--- src/rtl/sync_fifo.sv ---
// Single-clock FIFO, registered read data (1-cycle latency); writes while full / reads while empty are dropped.
// Define SYNC_FIFO_ERR_EN to add sticky overflow/underflow outputs.
module sync_fifo #(
    parameter int DATA_WIDTH = 8,
    parameter int DEPTH      = 8
) (
    input  logic                  clk,
    input  logic                  rst_n,
    input  logic                  wr_en,
    input  logic                  rd_en,
    input  logic [DATA_WIDTH-1:0] wr_data,
    output logic [DATA_WIDTH-1:0] rd_data,
    output logic                  fifo_full,
    output logic                  fifo_empty
`ifdef SYNC_FIFO_ERR_EN
    ,
    output logic                  overflow,
    output logic                  underflow
`endif
);

    localparam int AW = $clog2(DEPTH);

    logic [AW:0]           wr_ptr_q, wr_ptr_d;
    logic [AW:0]           rd_ptr_q, rd_ptr_d;
    logic [DATA_WIDTH-1:0] rd_data_q, rd_data_d;
    logic [DATA_WIDTH-1:0] mem_q [DEPTH];
    logic                  wr_acc;
    logic                  rd_acc;

    // Extra wrap bit distinguishes full from empty when the address bits match.
    assign fifo_empty = (wr_ptr_q == rd_ptr_q);
    assign fifo_full  = (wr_ptr_q[AW-1:0] == rd_ptr_q[AW-1:0]) &&
                        (wr_ptr_q[AW] != rd_ptr_q[AW]);

    assign wr_acc = wr_en && !fifo_full;
    assign rd_acc = rd_en && !fifo_empty;

    always_comb begin
        wr_ptr_d  = wr_ptr_q;
        rd_ptr_d  = rd_ptr_q;
        rd_data_d = rd_data_q;
        if (wr_acc) begin
            wr_ptr_d = wr_ptr_q + {{AW{1'b0}}, 1'b1};
        end
        if (rd_acc) begin
            rd_ptr_d  = rd_ptr_q + {{AW{1'b0}}, 1'b1};
            rd_data_d = mem_q[rd_ptr_q[AW-1:0]];
        end
    end

    always_ff @(posedge clk or negedge rst_n) begin
        if (!rst_n) begin
            wr_ptr_q  <= '0;
            rd_ptr_q  <= '0;
            rd_data_q <= '0;
        end else begin
            wr_ptr_q  <= wr_ptr_d;
            rd_ptr_q  <= rd_ptr_d;
            rd_data_q <= rd_data_d;
        end
    end

    // Storage is deliberately left out of reset; the cleared pointers make it unreachable.
    always_ff @(posedge clk) begin
        if (wr_acc) begin
            mem_q[wr_ptr_q[AW-1:0]] <= wr_data;
        end
    end

    assign rd_data = rd_data_q;

`ifdef SYNC_FIFO_ERR_EN
    logic overflow_q, overflow_d;
    logic underflow_q, underflow_d;

    always_comb begin
        overflow_d  = overflow_q  || (wr_en && fifo_full);
        underflow_d = underflow_q || (rd_en && fifo_empty);
    end

    always_ff @(posedge clk or negedge rst_n) begin
        if (!rst_n) begin
            overflow_q  <= 1'b0;
            underflow_q <= 1'b0;
        end else begin
            overflow_q  <= overflow_d;
            underflow_q <= underflow_d;
        end
    end

    assign overflow  = overflow_q;
    assign underflow = underflow_q;
`endif

endmodule

--- config.mk ---
export PLATFORM = sky130hd
export DESIGN_NAME = sync_fifo
export DESIGN_NICKNAME = d
export VERILOG_FILES = /design/src/rtl/sync_fifo.sv
export SDC_FILE = /design/constraint.sdc
export NUM_CORES = 1
export LEC_CHECK = 0
export ABC_AREA = 1
export CORE_ASPECT_RATIO = 1.75
export CORE_MARGIN = 8
export CORE_UTILIZATION = 53
export CTS_CLUSTER_DIAMETER = 150
export DETAILED_ROUTE_END_ITERATION = 8
export GPL_TIMING_DRIVEN = 0
export PLACE_DENSITY_LB_ADDON = 0.1
export SYNTH_ARGS = -nofsm -noshare
export SYNTH_HDL_FRONTEND = slang
export SYNTH_SLANG_ARGS = --single-unit
--- constraint.sdc ---
create_clock -name clk -period 1.62 [get_ports clk]
set_input_delay 0.324 -clock clk [delete_from_list [all_inputs] [get_ports clk]]
set_output_delay 0.324 -clock clk [all_outputs]
set_load 0.005 [all_outputs]
==> flow_summary_export.csv, run 1 <==
group,metric,value,unit
outcome,status,"complete, but fails checks",
outcome,violations,"setup timing",
global_route,first_global_vias,2916,
yosys,synth_area,3740,um^2
yosys,synth_nets,418,
timing,period_minus_slack,1700,ps
timing,max_slew.worst_pin.slew,782,ps
route,drt_pass1_iterations,4,
timing,slew_violations,0,
clocking,worstSkewPairLatency,340,ps
critical_path,critPathRequiredTime,1300,ps
critical_path,critPathMaxFanout,2,
yosys,syn_inst,404,
route,post-route-drc-count,0,
timing,fin_hold_ws,446,ps
yosys,synth_common_cells,"nand2_1 (162), inv_1 (71), edfxtp_1 (64)",
die,coreArea,6860,um^2
place,post-dp-hpwl,5680,um
die,die_h,127,um
critical_path,worst_ep_arrival_time,1380,ps
timing,setup_viol,26,
job,cap_violations,0,
timing,fmax,0.587,GHz
critical_path,crit_path_start_kind,"flop",
power_and_ir_drop,p_seq_share,32.2,%
yosys,synth_warnings,0,
layout,n_antenna_cell,0,
route,wirelength,9230,um
clocking,cts_hold_buf,0,
power_and_ir_drop,ir_drop,0.881,mV
route,drt-initial-drc-count,177,
yosys,yosysTopAreaCellShare,51.3,%
die,die_x,79.5,um
timing,slew_headroom,47.7,%
yosys,synthMostInstantiatedCell,"nand2_1",
power_and_ir_drop,power,8.90,mW
layout,nNetsFinal,479,
route,wire_per_inst,16.7,um
layout,synthToLayoutAreaGrowth,29.4,%
route,antenna_left,0,
clocking,cts_made_buffers,9,
die,dieArea,10100,um^2
power_and_ir_drop,pwr-share-clk,20.0,%
die,start_util,54.6,%
die,rows,40,
timing,rsz0062_at_grt,"yes",
yosys,synth_area_leaders,"edfxtp_1 (51%), nand2_1 (16%), dfrtp_1 (11%)",
route,avgViaCountPerCell,5.09,
hold_path,hp-class,"in2async",
yosys,ys_async_sr_fraction,20.0,%
clocking,cts-root-buf,"clkbuf_16",
clocking,cts.sinks,80,
yosys,synth.avg_cell_area,9.27,um^2
place,port-buffer-count,21,
global_route,antenna_found_initial,0,
critical_path,path_class,"reg2out",
power_and_ir_drop,p_sw,3.39,mW
timing,final-hold-violation-count,0,
timing,fin_ws,-84.4,ps
yosys,synth_ff_type,"edfxtp_1",
layout,drive_above_1_share,20.5,%
yosys,synth-edff-count,64,
critical_path,cp-end-kind,"output port",
yosys,seq_area_frac_synth,62.0,%
clocking,cts.clk_slew.worst_paths,60,ps
timing,post-route-period-util,105,%
clocking,cts_tree,"built",
yosys,ys_ff_latch,80,
clocking,cts_htree_levels,3,
global_route,track_usage,20.0,%
place,placement.setup.worst_slack,-714,ps
yosys,synth_area_leader_cell,"edfxtp_1",
power_and_ir_drop,p_leak,2.29,nW
timing,fin_skew,7.65,ps
place,gp_congestion,0.799,
power_and_ir_drop,pwr-share-comb,47.8,%
die,ios,22,
global_route,grt_pass1_wl,14900,um
global_route,grt.overflow.total,0,
route,vias,2814,
power_and_ir_drop,power.density,1840,nW/um^2
global_route,grt_max_degree,17,
yosys,synth_cell_type_count,20,
power_and_ir_drop,switching_share,38.0,%
power_and_ir_drop,intPower,5.52,mW
clocking,cts.path.max_buffers,2,
-- power groups by stage --
stage | logic (mW) | registers, mW | clock network, mW
final | 4.26 | 2.86 | 1.78
after global routing | 4.66 | 2.90 | 1.89
after CTS | 3.96 | 2.84 | 1.80
after detailed placement | 3.17 | 2.90 | 0
after global placement | 3.09 | 2.89 | 0
after floorplan | 2.12 | 2.87 | 0
-- critical path, stage by stage (launching register included) --
cell and delay, ps:
dfrtp_1 400, buf_6 140, xnor2_4 180, nand2_2 100
nor2_4 100, buf_2 120
-- path summary, 6_finish.rpt --
| check | slack, ps | startpoint | cells after the start | end |
|---|---|---|---|---|
| max in group asynchronous | 630 | rst_n | 1 | wr_ptr_q[0] |
| min in group clk | 480 | rd_data[4] | 2 | rd_data[4] |
| worst min register to register | 480 | rd_data[4] | 2 | rd_data[4] |
| worst min-delay path | 450 | rst_n | 1 | rd_data[6] |
| worst max register to register | -50 | wr_ptr_q[3] | 8 | mem_q[6][5] |
| worst max-delay path | -80 | wr_ptr_q[1] | 5 | fifo_empty |
-- metal layers --
metal / GRT usage (%) / share of wire [%] / routed length (um)
met5: 0 / 0 / 0
met4: 13.3 / 3.3 / 303
met3: 4.56 / 7.3 / 678
met2: 33.7 / 53 / 4920
met1: 21.5 / 36 / 3330
-- logic make-up after synthesis --
logic type,Yosys count,share of synthesized area [%]
xor+xnor,4,1.14
fa+ha+maj,2,0.668
buf+inv,91,10.4
flops,80,62.0
simple gates,227,25.8
-- stage by stage --
step / area (um^2) / cells / util, % / TNS, ps
floorplan: 3750 / 404 / - / -2180
global placement: 4070 / 509 / 59.3 / -29280
detailed placement: 4070 / 509 / 59.3 / -31830
CTS: 4730 / 549 / 69.0 / -93.4
global route: 4840 / 553 / 70.6 / -2250
finish: 4840 / 553 / 70.6 / -1140
-- cell type report --
cell class | instances | area [um^2]
plain buffers | 14 | 138
clock buffers | 13 | 250
clock inverters | 2 | 8.76
fillers | 535 | 2010
inverters | 77 | 305
multi-input cells | 233 | 1180
flip-flops and latches | 80 | 2320
well taps | 84 | 105
repair buffers | 50 | 534
-- state kept, by name (all words and copies together), names as in the netlist --
register / count
mem_q: 64
rd_data: 8
rd_ptr_q: 4
wr_ptr_q: 4
-- timing repair --
item                                   in CTS  in global routing
pin swaps                                  13                 17
endpoints found under the hold margin       0                  0
cloned                                      0                  0
buffers inserted                           25                  4
setup endpoints to repair                  66                 74
resized for setup                          38                 27
-- layout by cell type (no fill, tap or decap) --
cell type,synthesis,routed
nand2_1,162,156
inv_1,71,68
edfxtp_1,64,64
nand3_1,43,41
buf_4,2,22
clkdlybuf4s50_1,0,18
dfrtp_1,16,15
nor2_4,2,10
clkbuf_16,0,9
nand2_2,7,8
buf_12,0,8
buf_6,2,7
nand2_4,2,6
inv_2,5,5
buf_8,1,3
buf_2,9,3
xor2_1,3,3
clkbuf_1,0,3
inv_4,1,2
clkbuf_4,0,2
ha_1,2,2
xnor2_4,0,1
inv_8,0,1
nand4_4,0,1
nand2_8,0,1
nand3_4,0,1
nor2_1,9,1
nor2_2,1,1
clkinvlp_4,0,1
nand3_2,0,1
clkinv_1,0,1
clkbuf_8,0,1
clkinv_2,0,1
dlymetal6s2s_1,0,1
dfrtp_2,0,1
(Power assumes the default switching activity.)
==> inputs of run 2 (changes only) <==
- CAP_MARGIN: not set -> 0
==> results of run 2 <==
Same layout as run 1: the final DEF is identical, and so are final timing and power.
